==> src/rtl/lfsr_pkg.sv <==
// rtl/lfsr_pkg.sv - shared defaults and feedback parity helper for the LFSR generator
//
// Purpose : default register geometry (WIDTH, TAPS, SEED) and the feedback
//           parity function used by lfsr_gen.
// Contents: DEF_WIDTH, DEF_TAPS, DEF_SEED localparams; fb_parity().

package lfsr_pkg;

  localparam int          DEF_WIDTH = 7;
  localparam logic [31:0] DEF_TAPS  = 32'h0000_0060;
  localparam logic [31:0] DEF_SEED  = 32'h0000_007F;

  // Feedback bit: XOR of every state bit whose mask bit is set.
  // Operands are carried at 32 bits so one function serves every legal WIDTH;
  // callers zero-extend, and zero bits contribute nothing to the parity.
  function automatic logic fb_parity(input logic [31:0] state, input logic [31:0] mask);
    return ^(state & mask);
  endfunction

endpackage

==> src/rtl/lfsr_period_mon.sv <==
// rtl/lfsr_period_mon.sv - measures LFSR sequence period against a reference state
//
// Purpose : counts steps since the reference state was (re)established and
//           reports the count when the register returns to that state.
// Ports   :
//   clk            in   clock, rising edge
//   rst            in   synchronous active-high reset
//   i_step         in   register advances this cycle
//   i_next_state   in   value the register takes after this step
//   i_ref          in   reference state the period is measured against
//   i_set_ref      in   reference is being (re)loaded this cycle; restart count
//   o_period       out  last measured period (WIDTH+1 bits)
//   o_period_valid out  one-cycle pulse when o_period updates

module lfsr_period_mon #(
  parameter int WIDTH = 7
) (
  input  logic             clk,
  input  logic             rst,
  input  logic             i_step,
  input  logic [WIDTH-1:0] i_next_state,
  input  logic [WIDTH-1:0] i_ref,
  input  logic             i_set_ref,
  output logic [WIDTH:0]   o_period,
  output logic             o_period_valid
);

  localparam int          CW      = WIDTH + 1;
  localparam logic [CW-1:0] CNT_MAX = '1;
  localparam logic [CW-1:0] CNT_ONE = CW'(1);

  logic [CW-1:0] r_cnt;
  logic [CW-1:0] r_period;
  logic          r_period_valid;
  logic          w_match;
  logic          w_sat;

  assign w_match = (i_next_state == i_ref);
  assign w_sat   = (r_cnt == CNT_MAX);

  always_ff @(posedge clk) begin
    if (rst) begin
      r_cnt          <= '0;
      r_period       <= '0;
      r_period_valid <= 1'b0;
    end else begin
      r_period_valid <= 1'b0;
      if (i_set_ref) begin
        r_cnt <= '0;
      end else if (i_step) begin
        if (w_match && !w_sat) begin
          // cnt is at most CNT_MAX-1 here, so cnt+1 cannot wrap.
          r_period       <= r_cnt + CNT_ONE;
          r_period_valid <= 1'b1;
          r_cnt          <= '0;
        end else if (!w_sat) begin
          r_cnt <= r_cnt + CNT_ONE;
        end
        // A saturated count is no longer a trustworthy period, so it is
        // held and never reported.
      end
    end
  end

  assign o_period       = r_period;
  assign o_period_valid = r_period_valid;

endmodule

==> src/rtl/lfsr_gen.sv <==
// rtl/lfsr_gen.sv - Fibonacci-style LFSR with load, lockup recovery and period measurement
//
// Purpose : shift register advancing toward the MSB with XOR feedback into
//           bit 0; supports parallel load, recovers from the all-zero state
//           by reloading SEED, and measures the sequence period.
// Ports   :
//   clk            in   clock, rising edge
//   rst            in   synchronous active-high reset
//   en             in   advance one step
//   load           in   replace state with seed_in (overrides en)
//   seed_in        in   value loaded when load=1
//   state_o        out  current register contents
//   bit_o          out  serial output, state_o MSB
//   lockup_o       out  state_o is all-zero
//   period_o       out  last measured period (WIDTH+1 bits)
//   period_valid_o out  one-cycle pulse when period_o updates

module lfsr_gen
  import lfsr_pkg::*;
#(
  parameter int               WIDTH = DEF_WIDTH,
  parameter logic [WIDTH-1:0] TAPS  = WIDTH'(DEF_TAPS),
  parameter logic [WIDTH-1:0] SEED  = WIDTH'(DEF_SEED)
) (
  input  logic             clk,
  input  logic             rst,
  input  logic             en,
  input  logic             load,
  input  logic [WIDTH-1:0] seed_in,
  output logic [WIDTH-1:0] state_o,
  output logic             bit_o,
  output logic             lockup_o,
  output logic [WIDTH:0]   period_o,
  output logic             period_valid_o
);

  logic [WIDTH-1:0] r_state;
  logic [WIDTH-1:0] r_ref;
  logic             w_fb;
  logic [WIDTH-1:0] w_next;
  logic             w_lockup;
  logic             w_step;
  logic             w_recover;
  logic             w_set_ref;

  assign w_fb      = fb_parity(32'(r_state), 32'(TAPS));
  assign w_next    = {r_state[WIDTH-2:0], w_fb};
  assign w_lockup  = (r_state == '0);

  // An enable while locked up reseeds instead of stepping; load wins over en.
  assign w_step    = en & ~load & ~w_lockup;
  assign w_recover = en & ~load &  w_lockup;
  assign w_set_ref = load | w_recover;

  always_ff @(posedge clk) begin
    if (rst) begin
      r_state <= SEED;
      r_ref   <= SEED;
    end else if (load) begin
      r_state <= seed_in;
      r_ref   <= seed_in;
    end else if (w_recover) begin
      r_state <= SEED;
      r_ref   <= SEED;
    end else if (w_step) begin
      r_state <= w_next;
    end
  end

  lfsr_period_mon #(
    .WIDTH (WIDTH)
  ) u_period_mon (
    .clk            (clk),
    .rst            (rst),
    .i_step         (w_step),
    .i_next_state   (w_next),
    .i_ref          (r_ref),
    .i_set_ref      (w_set_ref),
    .o_period       (period_o),
    .o_period_valid (period_valid_o)
  );

  assign state_o  = r_state;
  assign bit_o    = r_state[WIDTH-1];
  assign lockup_o = w_lockup;

endmodule

==> config.mk <==
export PLATFORM = sky130hd
export DESIGN_NAME = lfsr_gen
export DESIGN_NICKNAME = d
export VERILOG_FILES = /design/src/rtl/lfsr_pkg.sv /design/src/rtl/lfsr_period_mon.sv /design/src/rtl/lfsr_gen.sv
export SDC_FILE = /design/constraint.sdc
export NUM_CORES = 1
export LEC_CHECK = 0
export CAP_MARGIN = 20
export CORE_MARGIN = 5
export CORE_UTILIZATION = 40
export DETAILED_ROUTE_END_ITERATION = 10
export GPL_TIMING_DRIVEN = 1
export HOLD_SLACK_MARGIN = 0.15
export PLACE_DENSITY_LB_ADDON = 0.08
export SLEW_MARGIN = 20
export SYNTH_ARGS = -nofsm -noshare
export SYNTH_HDL_FRONTEND = slang
export SYNTH_SLANG_ARGS = --single-unit
==> constraint.sdc <==
create_clock -name clk -period 2.4 [get_ports clk]
set_clock_uncertainty 0.05 [all_clocks]
set_input_delay 0.24 -clock clk [delete_from_list [all_inputs] [get_ports clk]]
set_output_delay 0.24 -clock clk [all_outputs]
set_load 0.02 [all_outputs]
Word level (Yosys, flattened, before mapping):

Cells that the tools add are included.

* bits in registers: 31
* bits of input ports: 11
* output and inout bits: 18
* word-level logic and storage cells: 35

* $add $sub $neg: 1
* equality and inequality tests: 3
* muxes and demuxes: 8
* bitwise gates (word level): 8
* reduce and logical (&&, ||, !) cells: 10

Operator list (number)
* 7-bit two-way mux: 5
* 32-bit parity: 1
* 8-bit two-way mux: 2
* 8-bit by 1-bit adder with 8-bit output (second input constant): 1
* 8-bit equality test (second input constant): 1
* 7-bit equality test: 1
* 7-bit zero test: 1
* 1-bit inverter: 4
* 1-bit AND: 3
* 3-bit AND reduction: 1
* 3-bit nonzero test: 1
* 3-bit OR reduction: 1
* 2-bit != test (second input constant): 1
* 2-bit AND reduction: 1
* 2-bit nonzero test: 1
* 2-bit OR reduction: 1
* 1-bit logical AND: 1
* 1-bit zero test: 1
* 1-bit two-way mux: 1
* 1-bit bitwise OR: 1

Logic depth before layout (Yosys ltp):

* depth in word-level cells: 6
* depth in mapped cells: 7
* mapped depth without buffers: 6

Modules after synthesis:

A second synthesis with hierarchy kept.

* cell total of the unflattened synthesis: 180
* area total of the unflattened synthesis: 1649.1 µm²

By module, submodules not included
* lfsr_period_mon: instances 1, cells an instance 107, area each 970.9 µm², seq. area each 340.3 µm²
* lfsr_gen: instances 1, cells an instance 73, area each 678.2 µm², seq. area each 280.3 µm²

Least setup slack after synthesis:

Ideal clock, no wire load.

* path kind: reg-to-reg
* start: reg r_state[2], in the netlist state_o[2]
* end: reg r_state[1], in the netlist state_o[1]
* library setup time: 0.071 ns
* arrival time: 2.263 ns
* data required time: 2.279 ns
* setup slack: 0.016 ns
* stages on the path, launching flop included: 6
* buffers on the path: 0
* clock period less this slack: 2.384 ns
* cell sequence: dfxtp_1 or4_4 nor4_1 a21o_1 a211oi_1 o21bai_1

* word-level cells in the longest chain between the ends: 4
* elaborated cells on any way between the ends: 7
* those cells by class: 2 x mux; 3 x bitwise; 2 x reduce/logical

RTL lines
* start, declared: RTL line lfsr_gen.sv:37 `logic [WIDTH-1:0] r_state;`
* start signal, assigned: RTL line lfsr_gen.sv:60 `r_state <= seed_in;`
* start signal, assigned: RTL line lfsr_gen.sv:66 `r_state <= w_next;`
* 7-bit zero test (*): RTL line lfsr_gen.sv:48 `assign w_lockup = (r_state == '0);`
* named net lockup_o: RTL line lfsr_gen.sv:32 `output logic lockup_o,`
* 1-bit AND / 1-bit inverter (equally long branches): RTL line lfsr_gen.sv:52, lfsr_gen.sv:51
* 7-bit two-way mux / 1-bit AND (equally long branches): RTL line lfsr_gen.sv:62, lfsr_gen.sv:51
* 7-bit two-way mux / 3-bit nonzero test (equally long branches)

The timed path passes the listed nets; every way through them passes the cells marked *.
A chain may end at the register's enable or synchronous reset.

Worst setup path after layout:

* start: reg r_state[2], in the netlist state_o[2]
* end: reg u_period_mon.r_cnt[2]

* word-level cells in the longest chain between the ends: 4
* elaborated cells on any way between the ends: 11
* those cells by class: 2 x eq/ne; 1 x mux; 4 x bitwise; 4 x reduce/logical

RTL lines
* 7-bit equality test / 7-bit zero test (equally long branches): RTL line lfsr_period_mon.sv:38, lfsr_gen.sv:48
* 1-bit logical AND (tied with other cells): RTL line lfsr_period_mon.sv:51 `if (w_match && !w_sat) begin`
* 2-bit != test (no source line) (tied with other cells)
* 2-bit AND reduction (no source line) / 2-bit OR reduction (equally long branches)
* end signal, assigned: RTL line lfsr_period_mon.sv:57 `r_cnt <= r_cnt + CNT_ONE;`
* end, declared: RTL line lfsr_period_mon.sv:32 `logic [CW-1:0] r_cnt;`

Several ways; a longest one is shown, not always the timed one.

==> run metrics <==
outcome=finished clean; layout cells sized above 1=16.00%; number of hold-repair buffers added at the cts stage=0; part of the cycle the worst path needs=92.13%; average routed wire per standard cell=13.97 µm; global-route wire length before repair=6085 µm; Clk Tree Root Cell=clkbuf_8; final net count=211; critical path arrival=2.37 ns; Detail Placement HPWL=2519 µm; category of the worst setup path capture point=register; Net Sw Power=0.0002973 W; net count of the mapped netlist=177; initial antenna violation count=0; flops & latches, synth=31; Cell Int Power=0.0009473 W; placeable core region=0.003689 mm²; most frequent cell after synthesis=dfxtp_1; relative slew slack=53.87%; via count=1256; insertion delay to the later sink of the worst-skew pair=0.28 ns; CTS tree=built; area of the die=0.005166 mm²; power density over the cells=623.3 mW/mm²; number of violations reported at the end of detailed-routing iteration 0=98; post-synthesis cell type with the largest combined area=dfxtp_1; share of power burned in registers=44.4%; ranking of synthesized cells by instance count=31 x dfxtp_1, 15 x nand2b_1, 15 x nor2_1; synthesized instance count=165; global-route usage over all layers=15.07%; standard-cell row count=22; xor/xnor share of the synthesized area=8.905%; post-detailed-placement cell area=0.001874 mm²; setup repair after global routing missed its margin=no; area fraction in and, or, nand and nor cells after synthesis=25.74%; Antenna Cells=0; Clk pwr share=43.0%; highest attainable clock frequency=0.4523 GHz; die outline height=71.88 µm; horizontal die dimension=71.88 µm; summed instance area of the synthesized netlist=0.001531 mm²; top flip-flop cell by instance count after synthesis=dfxtp_1; CTS buffer count=5; number of buffer and inverter stages on the critical path=2; share of the synthesized area in the top cell type=40.52%; net switching share of the total power=23.89%; num ports=29; mean number of vias per cell=5.065; DRC viols=0; post-synthesis async set-or-reset flop share=0%; dominant combinational cell family by area after synthesis=simple AND/OR/NAND/NOR gates; power consumption=0.001245 W; endpoints failing setup=0; clock sink count=31; largest vdd supply drop=0.3542 mV; growth of design area from synthesis to finish=30.39%; vias in the first global route=1284; portion of netlist area occupied by mux cells=1.307%; count of buffers inserted at the top-level ports=28; Logic pwr share=12.6%; biggest area contributors in the synthesized netlist=dfxtp_1 41%, xnor2_1 6.3%, nand2b_1 6.1%; critical path's slowest cell=or4_4; Final Hold Vio Count=0; Period minus WS final=2.211 ns; required time of the worst setup path=2.56 ns; adder-cell share of the synthesized area=0.8170%; max-cap violation count=0; Synth Warn #=0; Overflow after GRT=0; maximum number of pins on one net before global-route repair=24; number of search-and-repair iterations in the first detailed-routing pass=4; proportion of synthesized chip area in sequential cells=40.52%; H-Tree Depth=2; crit path max fanout=9; Non-Filler Cell Area, Final=0.001997 mm²; family of cells with the greatest summed delay on the critical path=simple AND/OR/NAND/NOR gates; Routability Congestion=0.7815; Critical Path Start Type=register; actual transition at the worst max-transition pin=0.6897 ns; remaining antenna violation count=0; worst setup path category=reg2reg; Final Routed Wirelength=3464 µm; share of the synthesized area in compound gates (AO/OA/AOI/OAI)=18.46%; EDFF count, synth=0; Leakage=0.6962 nW; starting utilization of the core area=41.52%; Tightest Hold Check Type=reg2reg; syn avg cell area=9.282 µm²; critical path, cell by cell=or4_4 > o41ai_4 > buf_4 > or2_1 > buf_4 > nand2_2 > a31oi_1; clock buffer depth=2; CP most frequent cell=buf_4; Synth cell types=40; pins over their slew limit=0; Worst-path clk slew=0.07 ns; Worst path max stage delay=0.58 ns
## worst register-to-register path: cells and delay by family (launching register included)
kind	cells	cell delay (ns)
AOI/OAI and AO/OA	2	0.47
buffers and inverters	2	0.41
DFF	1	0.35
and+or+nand+nor	3	0.87
## area by class of cell
class	count	area, µm²
Fill cell	359	1692
Multi-Input combinational cell	123	852.1
Sequential cell	31	620.6
Timing Repair Buffer	36	339.1
Clock buffer	6	82.58
Tap cell	48	60.06
Clock inverter	2	35.03
Inverter	2	7.507
## power by group through the flow
stage | registers [W] | clock network (W) | logic [W]
final | 0.000553 | 0.000535 | 0.000156
after CTS | 0.000553 | 0.000550 | 0.000156
after floorplan | 0.000571 | 0 | 0.0000846
after global routing | 0.000556 | 0.000575 | 0.000171
after global placement | 0.000564 | 0 | 0.000152
after detailed placement | 0.000564 | 0 | 0.000155
## timing repair
item                       CTS  global route
setup endpoints to repair    1             0
resized for setup            1             0
buffers inserted             0             0
## flip-flops by register name (all words and copies together), names as in the netlist
name	flops
u_period_mon.o_period	8
r_ref	7
u_period_mon.r_cnt	8
u_period_mon.o_period_valid	1
state_o	7
## path summary, 6_finish.rpt
kind	slack (ns)	end	depth (start not counted)	startpoint
worst max register to register	0.19	u_period_mon.r_cnt[2]$_SDFFE_PP0P_	7	state_o[2]$_SDFFE_PP1P_
worst max-delay path	0.19	u_period_mon.r_cnt[2]$_SDFFE_PP0P_	7	state_o[2]$_SDFFE_PP1P_
worst min register to register	0.44	u_period_mon.r_cnt[7]$_SDFFE_PP0P_	2	u_period_mon.r_cnt[7]$_SDFFE_PP0P_
worst min-delay path	0.44	u_period_mon.r_cnt[7]$_SDFFE_PP0P_	2	u_period_mon.r_cnt[7]$_SDFFE_PP0P_
## stage by stage
stage / TNS, ns / hold WS [ns] / util (%) / cells / setup slack, ns
5_1_grt: 0 / 0.4741 / 54.14 / 248 / 0.02501
6_report: 0 / 0.4389 / 54.14 / 248 / 0.1889
3_5_place_dp: -0.07792 / 0.4267 / 50.81 / 240 / -0.02461
4_1_cts: 0 / 0.4357 / 53.97 / 248 / 0.04707
2_1_floorplan: 0 / 0.2915 / - / 165 / 0.01636
3_3_place_gp: 0 / 0.4195 / 50.81 / 240 / 0.1024
## logic make-up (layout without fill, tap and decap cells)
| logic type | after synthesis | after routing |
|---|---|---|
| flops | 31 | 31 |
| mux | 2 | 2 |
| xor+xnor | 14 | 14 |
| simple gates | 72 | 72 |
| compound gates | 34 | 34 |
| buf+inv | 11 | 46 |
| fa+ha+maj | 1 | 1 |
## routing by layer
| metal | vias up | part of all wire [%] | global-route usage (%) |
|---|---|---|---|
| li1 | 649 | - | - |
| met4 | 0 | 0.55 | 5.010 |
| met1 | 572 | 50 | 20.85 |
| met3 | 2 | 5.2 | 4.769 |
| met5 | - | 0 | 0 |
| met2 | 33 | 44 | 22.04 |
## placed cells by master, fill, tap and decap left out, types with 2 or more instances in the layout
cell type / instances
a21oi_1: 6
nand3b_1: 2
nand3_1: 8
or3b_2: 2
inv_1: 2
nor2b_1: 3
o221ai_1: 5
o21ai_0: 5
nor2_2: 2
nand4_1: 3
xnor2_1: 11
a211oi_2: 6
nand2_1: 10
a31oi_1: 3
xor2_1: 2
mux2i_1: 2
nor2_1: 15
dfxtp_1: 31
nand2b_1: 15
clkbuf_8: 6
nor3_1: 3
buf_4: 8
clkdlybuf4s50_1: 27
o21bai_1: 4
or2_2: 2
Note: power is estimated with default switching activity, not from simulation.
